==> config.mk <==
export PLATFORM = sky130hd
export DESIGN_NAME = res_station
export DESIGN_NICKNAME = d
export VERILOG_FILES = /design/src/rtl/qu_common.sv /design/src/rtl/res_station_prio_enc.sv /design/src/rtl/res_station.sv
export SDC_FILE = /design/constraint.sdc
export NUM_CORES = 2
export LEC_CHECK = 0
export CORE_MARGIN = 5
export CORE_UTILIZATION = 54
export DETAILED_ROUTE_END_ITERATION = 10
export PLACE_DENSITY = 0.82
export SLEW_MARGIN = 15
export SYNTH_ARGS = -nofsm -noshare
export SYNTH_HDL_FRONTEND = slang
export SYNTH_SLANG_ARGS = --single-unit
==> constraint.sdc <==
create_clock -name clk -period 5.4 [get_ports clk]
set_input_delay 0.54 -clock clk [delete_from_list [all_inputs] [get_ports clk]]
set_output_delay 0.54 -clock clk [all_outputs]
set_load 0.02 [all_outputs]
==> src/rtl/qu_common.sv <==
// rtl/qu_common.sv - shared issue-queue types and sizes
package qu_common;

    localparam int RES_ST_DEPTH      = 8;
    localparam int PHY_RF_ADDR_WIDTH = 6;
    localparam int UOP_WIDTH         = 8;

    typedef logic [$clog2(RES_ST_DEPTH)-1:0] res_st_addr_t;

    typedef struct packed {
        logic [UOP_WIDTH-1:0]         uop;
        logic [PHY_RF_ADDR_WIDTH-1:0] rd_phy;
        logic                         rs1_rdy;
        logic [PHY_RF_ADDR_WIDTH-1:0] rs1_tag;
        logic [31:0]                  rs1_val;
        logic                         rs2_rdy;
        logic [PHY_RF_ADDR_WIDTH-1:0] rs2_tag;
        logic [31:0]                  rs2_val;
    } res_st_cell_t;

endpackage

==> src/rtl/res_station_prio_enc.sv <==
// rtl/res_station_prio_enc.sv - lowest-index priority encoder
module prio_enc #(
    parameter int N = 8,
    localparam int W = $clog2(N)
) (
    input  logic [N-1:0] req_in,
    output logic [W-1:0] idx_out,
    output logic         found_out
);

    // Scanning high-to-low leaves the lowest set index as the final winner.
    always_comb begin
        idx_out   = '0;
        found_out = 1'b0;
        for (int i = N - 1; i >= 0; i--) begin
            if (req_in[i]) begin
                idx_out   = W'(i);
                found_out = 1'b1;
            end
        end
    end

endmodule

==> src/rtl/res_station.sv <==
// rtl/res_station.sv - reservation station with writeback wakeup and in-order-by-index issue
module res_station #(
    parameter int RES_ST_DEPTH      = qu_common::RES_ST_DEPTH,
    parameter int PHY_RF_ADDR_WIDTH = qu_common::PHY_RF_ADDR_WIDTH
) (
    input  logic                         clk,
    input  logic                         rst,
    input  logic                         flush,
    input  logic                         res_st_wr_en_in,
    input  qu_common::res_st_addr_t      res_st_wr_addr_in,
    input  qu_common::res_st_cell_t      res_st_data_in,
    output qu_common::res_st_addr_t      free_addr_out,
    output logic                         full_out,
    input  logic                         wb_en,
    input  logic [PHY_RF_ADDR_WIDTH-1:0] wb_tag,
    input  logic [31:0]                  wb_data,
    output logic                         iss_valid_out,
    input  logic                         iss_ready_in,
    output qu_common::res_st_cell_t      iss_data_out,
    output logic                         wr_err_out
);
    import qu_common::*;

    localparam int AW = $clog2(RES_ST_DEPTH);

    logic [RES_ST_DEPTH-1:0] valid_q, valid_d;
    res_st_cell_t            cells_q [RES_ST_DEPTH];
    res_st_cell_t            cells_d [RES_ST_DEPTH];
    logic                    err_q, err_d;

    logic [RES_ST_DEPTH-1:0] ready_vec;
    logic [AW-1:0]           iss_idx;
    logic [AW-1:0]           free_idx;
    logic                    free_found;
    res_st_cell_t            wr_cell;

    always_comb begin
        for (int i = 0; i < RES_ST_DEPTH; i++) begin
            ready_vec[i] = valid_q[i] & cells_q[i].rs1_rdy & cells_q[i].rs2_rdy;
        end
    end

    prio_enc #(.N(RES_ST_DEPTH)) u_iss_sel (
        .req_in    (ready_vec),
        .idx_out   (iss_idx),
        .found_out (iss_valid_out)
    );

    prio_enc #(.N(RES_ST_DEPTH)) u_free_sel (
        .req_in    (~valid_q),
        .idx_out   (free_idx),
        .found_out (free_found)
    );

    assign full_out      = ~free_found;
    assign free_addr_out = free_found ? free_idx : '0;
    assign iss_data_out  = cells_q[iss_idx];
    assign wr_err_out    = err_q;

    // Incoming cell with same-cycle writeback folded in, so no wakeup is missed.
    always_comb begin
        wr_cell = res_st_data_in;
        if (wb_en && !wr_cell.rs1_rdy && wr_cell.rs1_tag == wb_tag) begin
            wr_cell.rs1_rdy = 1'b1;
            wr_cell.rs1_val = wb_data;
        end
        if (wb_en && !wr_cell.rs2_rdy && wr_cell.rs2_tag == wb_tag) begin
            wr_cell.rs2_rdy = 1'b1;
            wr_cell.rs2_val = wb_data;
        end
    end

    always_comb begin
        valid_d = valid_q;
        err_d   = err_q;
        for (int i = 0; i < RES_ST_DEPTH; i++) begin
            cells_d[i] = cells_q[i];
            if (wb_en && valid_q[i] && !cells_q[i].rs1_rdy && cells_q[i].rs1_tag == wb_tag) begin
                cells_d[i].rs1_rdy = 1'b1;
                cells_d[i].rs1_val = wb_data;
            end
            if (wb_en && valid_q[i] && !cells_q[i].rs2_rdy && cells_q[i].rs2_tag == wb_tag) begin
                cells_d[i].rs2_rdy = 1'b1;
                cells_d[i].rs2_val = wb_data;
            end
        end
        if (iss_valid_out && iss_ready_in) begin
            valid_d[iss_idx] = 1'b0;
        end
        if (flush) begin
            valid_d = '0;
        end else if (res_st_wr_en_in) begin
            if (valid_q[res_st_wr_addr_in]) begin
                err_d = 1'b1;
            end else begin
                cells_d[res_st_wr_addr_in] = wr_cell;
                valid_d[res_st_wr_addr_in] = 1'b1;
            end
        end
    end

    always_ff @(posedge clk) begin
        if (rst) begin
            valid_q <= '0;
            err_q   <= 1'b0;
        end else begin
            valid_q <= valid_d;
            err_q   <= err_d;
        end
        for (int i = 0; i < RES_ST_DEPTH; i++) begin
            cells_q[i] <= cells_d[i];
        end
    end

endmodule

==> results_dict.tcl <==
set metrics [dict create \
    cts_setup_buffers 0 \
    syn_inst 4022 \
    clock-sinks 745 \
    ir_drop_mv 0.2791 \
    slew_headroom_pct 19.77 \
    cts_tree "yes" \
    yosysSeqAreaShare_pct 48.04 \
    coreArea_mm2 0.06470 \
    async_flop_share_pct 0 \
    worst_path_largest_cell_delay_ps 680 \
    clk_latency_ps 640 \
    fin_ws_ps 371.6 \
    gr-total-overflow 0 \
    p_sw_mw 4.172 \
    numCtsBuffers 77 \
    crit_chain "nand3_1 > and2_1 > or3b_4 > buf_12 > a21boi_0 > o21ai_0 > o2111ai_1 > clkdlybuf4s50_1" \
    postSynthRegisterBits 745 \
    drt-total-wl_um 121100 \
    post_cts_resized 0 \
    p_int_mw 11.36 \
    drv_cap 0 \
    syn_area_mm2 0.03538 \
    power_density_mw_per_mm2 387.3 \
    pre_cts_slack_ps 1177 \
    wire_per_inst_um 24.78 \
    r2r_setup_slack_ps 2230 \
    dr.pass1.iters 6 \
    final_nets 4101 \
    critical_path_buf_inv_count 2 \
    critPathRequiredTime_ps 4860 \
    cp_top_family "buffers and inverters" \
    tightest_slew_ps 1200 \
    finalCritPeriodShare_pct 93.12 \
    finalHoldViolCount 0 \
    max_freq_mhz 198.9 \
    ant_nets 0 \
    end_kind "output port" \
    synth_cell_types 55 \
    placedCellCount 4736 \
    synthTopCellsByArea "dfxtp_1 (30%), edfxtp_1 (18%), o22ai_1 (9.1%), nor2_1 (8.9%), a21boi_0 (5.8%)" \
    gp_congestion 0.9381 \
    final_cells 4886 \
    synth.net_count 4161 \
    synth-edff-count 208 \
    fin_util_pct 61.98 \
    critPathKind "reg -> out" \
    start_kind "flop" \
    synth_top_area_share_pct 30.39 \
    drtIter0Drc 5023 \
    fillers 5346 \
    synth_ff_type "dfxtp_1" \
    drc_errors 0 \
    rows 93 \
    postPlaceCellArea_mm2 0.03744 \
    p_sw_share_pct 26.86 \
    tns_ps 0 \
    worst_ep_arrival_time_ps 4490 \
    vias_per_cell 6.665 \
    skew_ps 18.26 \
    start_util_pct 54.68 \
    syn_area_per_cell_um2 8.796 \
    yosys.area.top_type "dfxtp_1" \
    grt.total_usage_pct 32.47 \
    cts-root-buf "clkbuf_16" \
    rsz0062_at_grt "no" \
    p_leak_nw 15.39 \
    holdBufCountCts 0 \
    p_seq_share_pct 46.8 \
    p_clk_share_pct 35.4 \
    crit_path_max_fanout 203 \
    clkTransAtPathRegs_ps 60 \
    ys_warn_count 0 \
    cts_buffer_depth 3 \
    syn2layout_area_growth_pct 13.35 \
    antenna_found_initial 13 \
    fin_area_mm2 0.04010 \
    run_status "completed" \
    fin_crit_ps 5028 \
    maxSlewViolCount 0 \
    die_h_um 266.0 \
    grt_max_degree 257 \
    p_comb_share_pct 17.8 \
    setup_viol 0 \
    crit_slowest_cell "clkdlybuf4s50_1" \
    drive_gt1_share_pct 6.194 \
    total_power_mw 15.53 \
    min_path_type "reg -> reg" \
    hold_slack_ps 473.1 \
    grt_pass1_vias 30424 \
    die_w_um 266.0 \
    io_buffers 236 \
    cts_htree_levels 3 \
    dp_hpwl_um 69840 \
    dieArea_mm2 0.07073 \
    num_vias 32567 \
    ios 237 \
    grt_pass1_wl_um 181800 \
]
[kinds of logic (layout without fill, tap and decap cells)]
group / Yosys count / in the layout / share of synthesized area, %
AO/OA/AOI/OAI: 1308 / 1308 / 23.54
XOR/XNOR: 108 / 108 / 2.674
buffers and inverters: 490 / 488 / 6.681
flip-flops: 745 / 745 / 48.04
multiplexers: 92 / 92 / 2.614
other: 0 / 11 / 0
AND/OR/NAND/NOR: 1279 / 1279 / 16.45
[Yosys cell counts, types with 7 or more instances]
master,count
nand4_1,13
o22ai_1,514
and3_1,272
nor2_1,837
buf_4,27
dfxtp_1,537
buf_1,10
nand2_1,42
buf_6,35
a21boi_0,272
nor4_1,15
a21oi_2,9
edfxtp_1,208
nand3_1,37
mux2i_1,91
inv_2,7
or2_1,13
o2111ai_1,90
inv_1,37
clkbuf_1,247
xnor2_1,81
a21oi_1,105
xor2_1,27
a32o_1,7
nor3_1,9
o21ai_1,165
buf_2,125
o21ai_0,140
[layout make-up]
class / instances / area [µm²] / area share, %
Sequential cell: 745 / 17000 / 42.38
Multi-Input combinational cell: 2787 / 16230 / 40.48
Timing Repair Buffer: 306 / 3028 / 7.550
Clock buffer: 105 / 2182 / 5.441
Tap cell: 855 / 1070 / 2.668
Clock inverter: 32 / 395.4 / 0.9859
Inverter: 45 / 171.4 / 0.4274
Antenna cell: 11 / 27.53 / 0.06864
[layout by cell type (no fill, tap or decap), types with 11 or more instances in the layout]
cell type and count:
nor2_1 837, dfxtp_1 537, o22ai_1 514, and3_1 272, a21boi_0 272, clkdlybuf4s50_1 236, edfxtp_1 208, o21ai_1 162
o21ai_0 140, a21oi_1 100, mux2i_1 91, o2111ai_1 90, xnor2_1 81, clkbuf_16 77, buf_4 60, nand2_1 38
inv_1 37, nand3_1 33, xor2_1 27, nor4_1 15, clkbuf_8 15, a21oi_4 14, nand4_1 13, clkinv_2 13
clkbuf_1 13, diode_2 11
[path summary, 6_finish.rpt]
path	startpoint	to	cells past startpoint
max reg2reg	valid_q[1]$_SDFF_PP0_	cells_q[6][47]$_DFF_P_	8
min	wr_err_out$_SDFFE_PP0P_	wr_err_out$_SDFFE_PP0P_	2
max	valid_q[0]$_SDFF_PP0_	iss_data_out[30]	8
min reg2reg	wr_err_out$_SDFFE_PP0P_	wr_err_out$_SDFFE_PP0P_	2
[per-layer routing]
metal | vias to the layer above | track usage (%) | share of wire, %
met5 | - | 0 | 0.023
met4 | 4 | 14.61 | 5.0
met3 | 457 | 8.884 | 14
met2 | 2385 | 50.30 | 45
met1 | 15355 | 42.80 | 37
li1 | 14366 | - | -
[power by group through the flow]
| stage | Clock (mW) | Combinational [mW] | Sequential, mW |
|---|---|---|---|
| 4_1_cts | 5.50 | 2.73 | 7.26 |
| 5_1_grt | 5.74 | 3.02 | 7.38 |
| 3_5_place_dp | 0 | 2.71 | 7.37 |
| 6_report | 5.50 | 2.76 | 7.27 |
| 2_1_floorplan | 0 | 1.90 | 7.24 |
| 3_3_place_gp | 0 | 2.63 | 7.33 |
[worst min-delay path, stage by stage (launching register included)]
cell and delay, ps:
dfxtp_1 310, inv_1 50, o22ai_1 70
(Power assumes the default switching activity.)
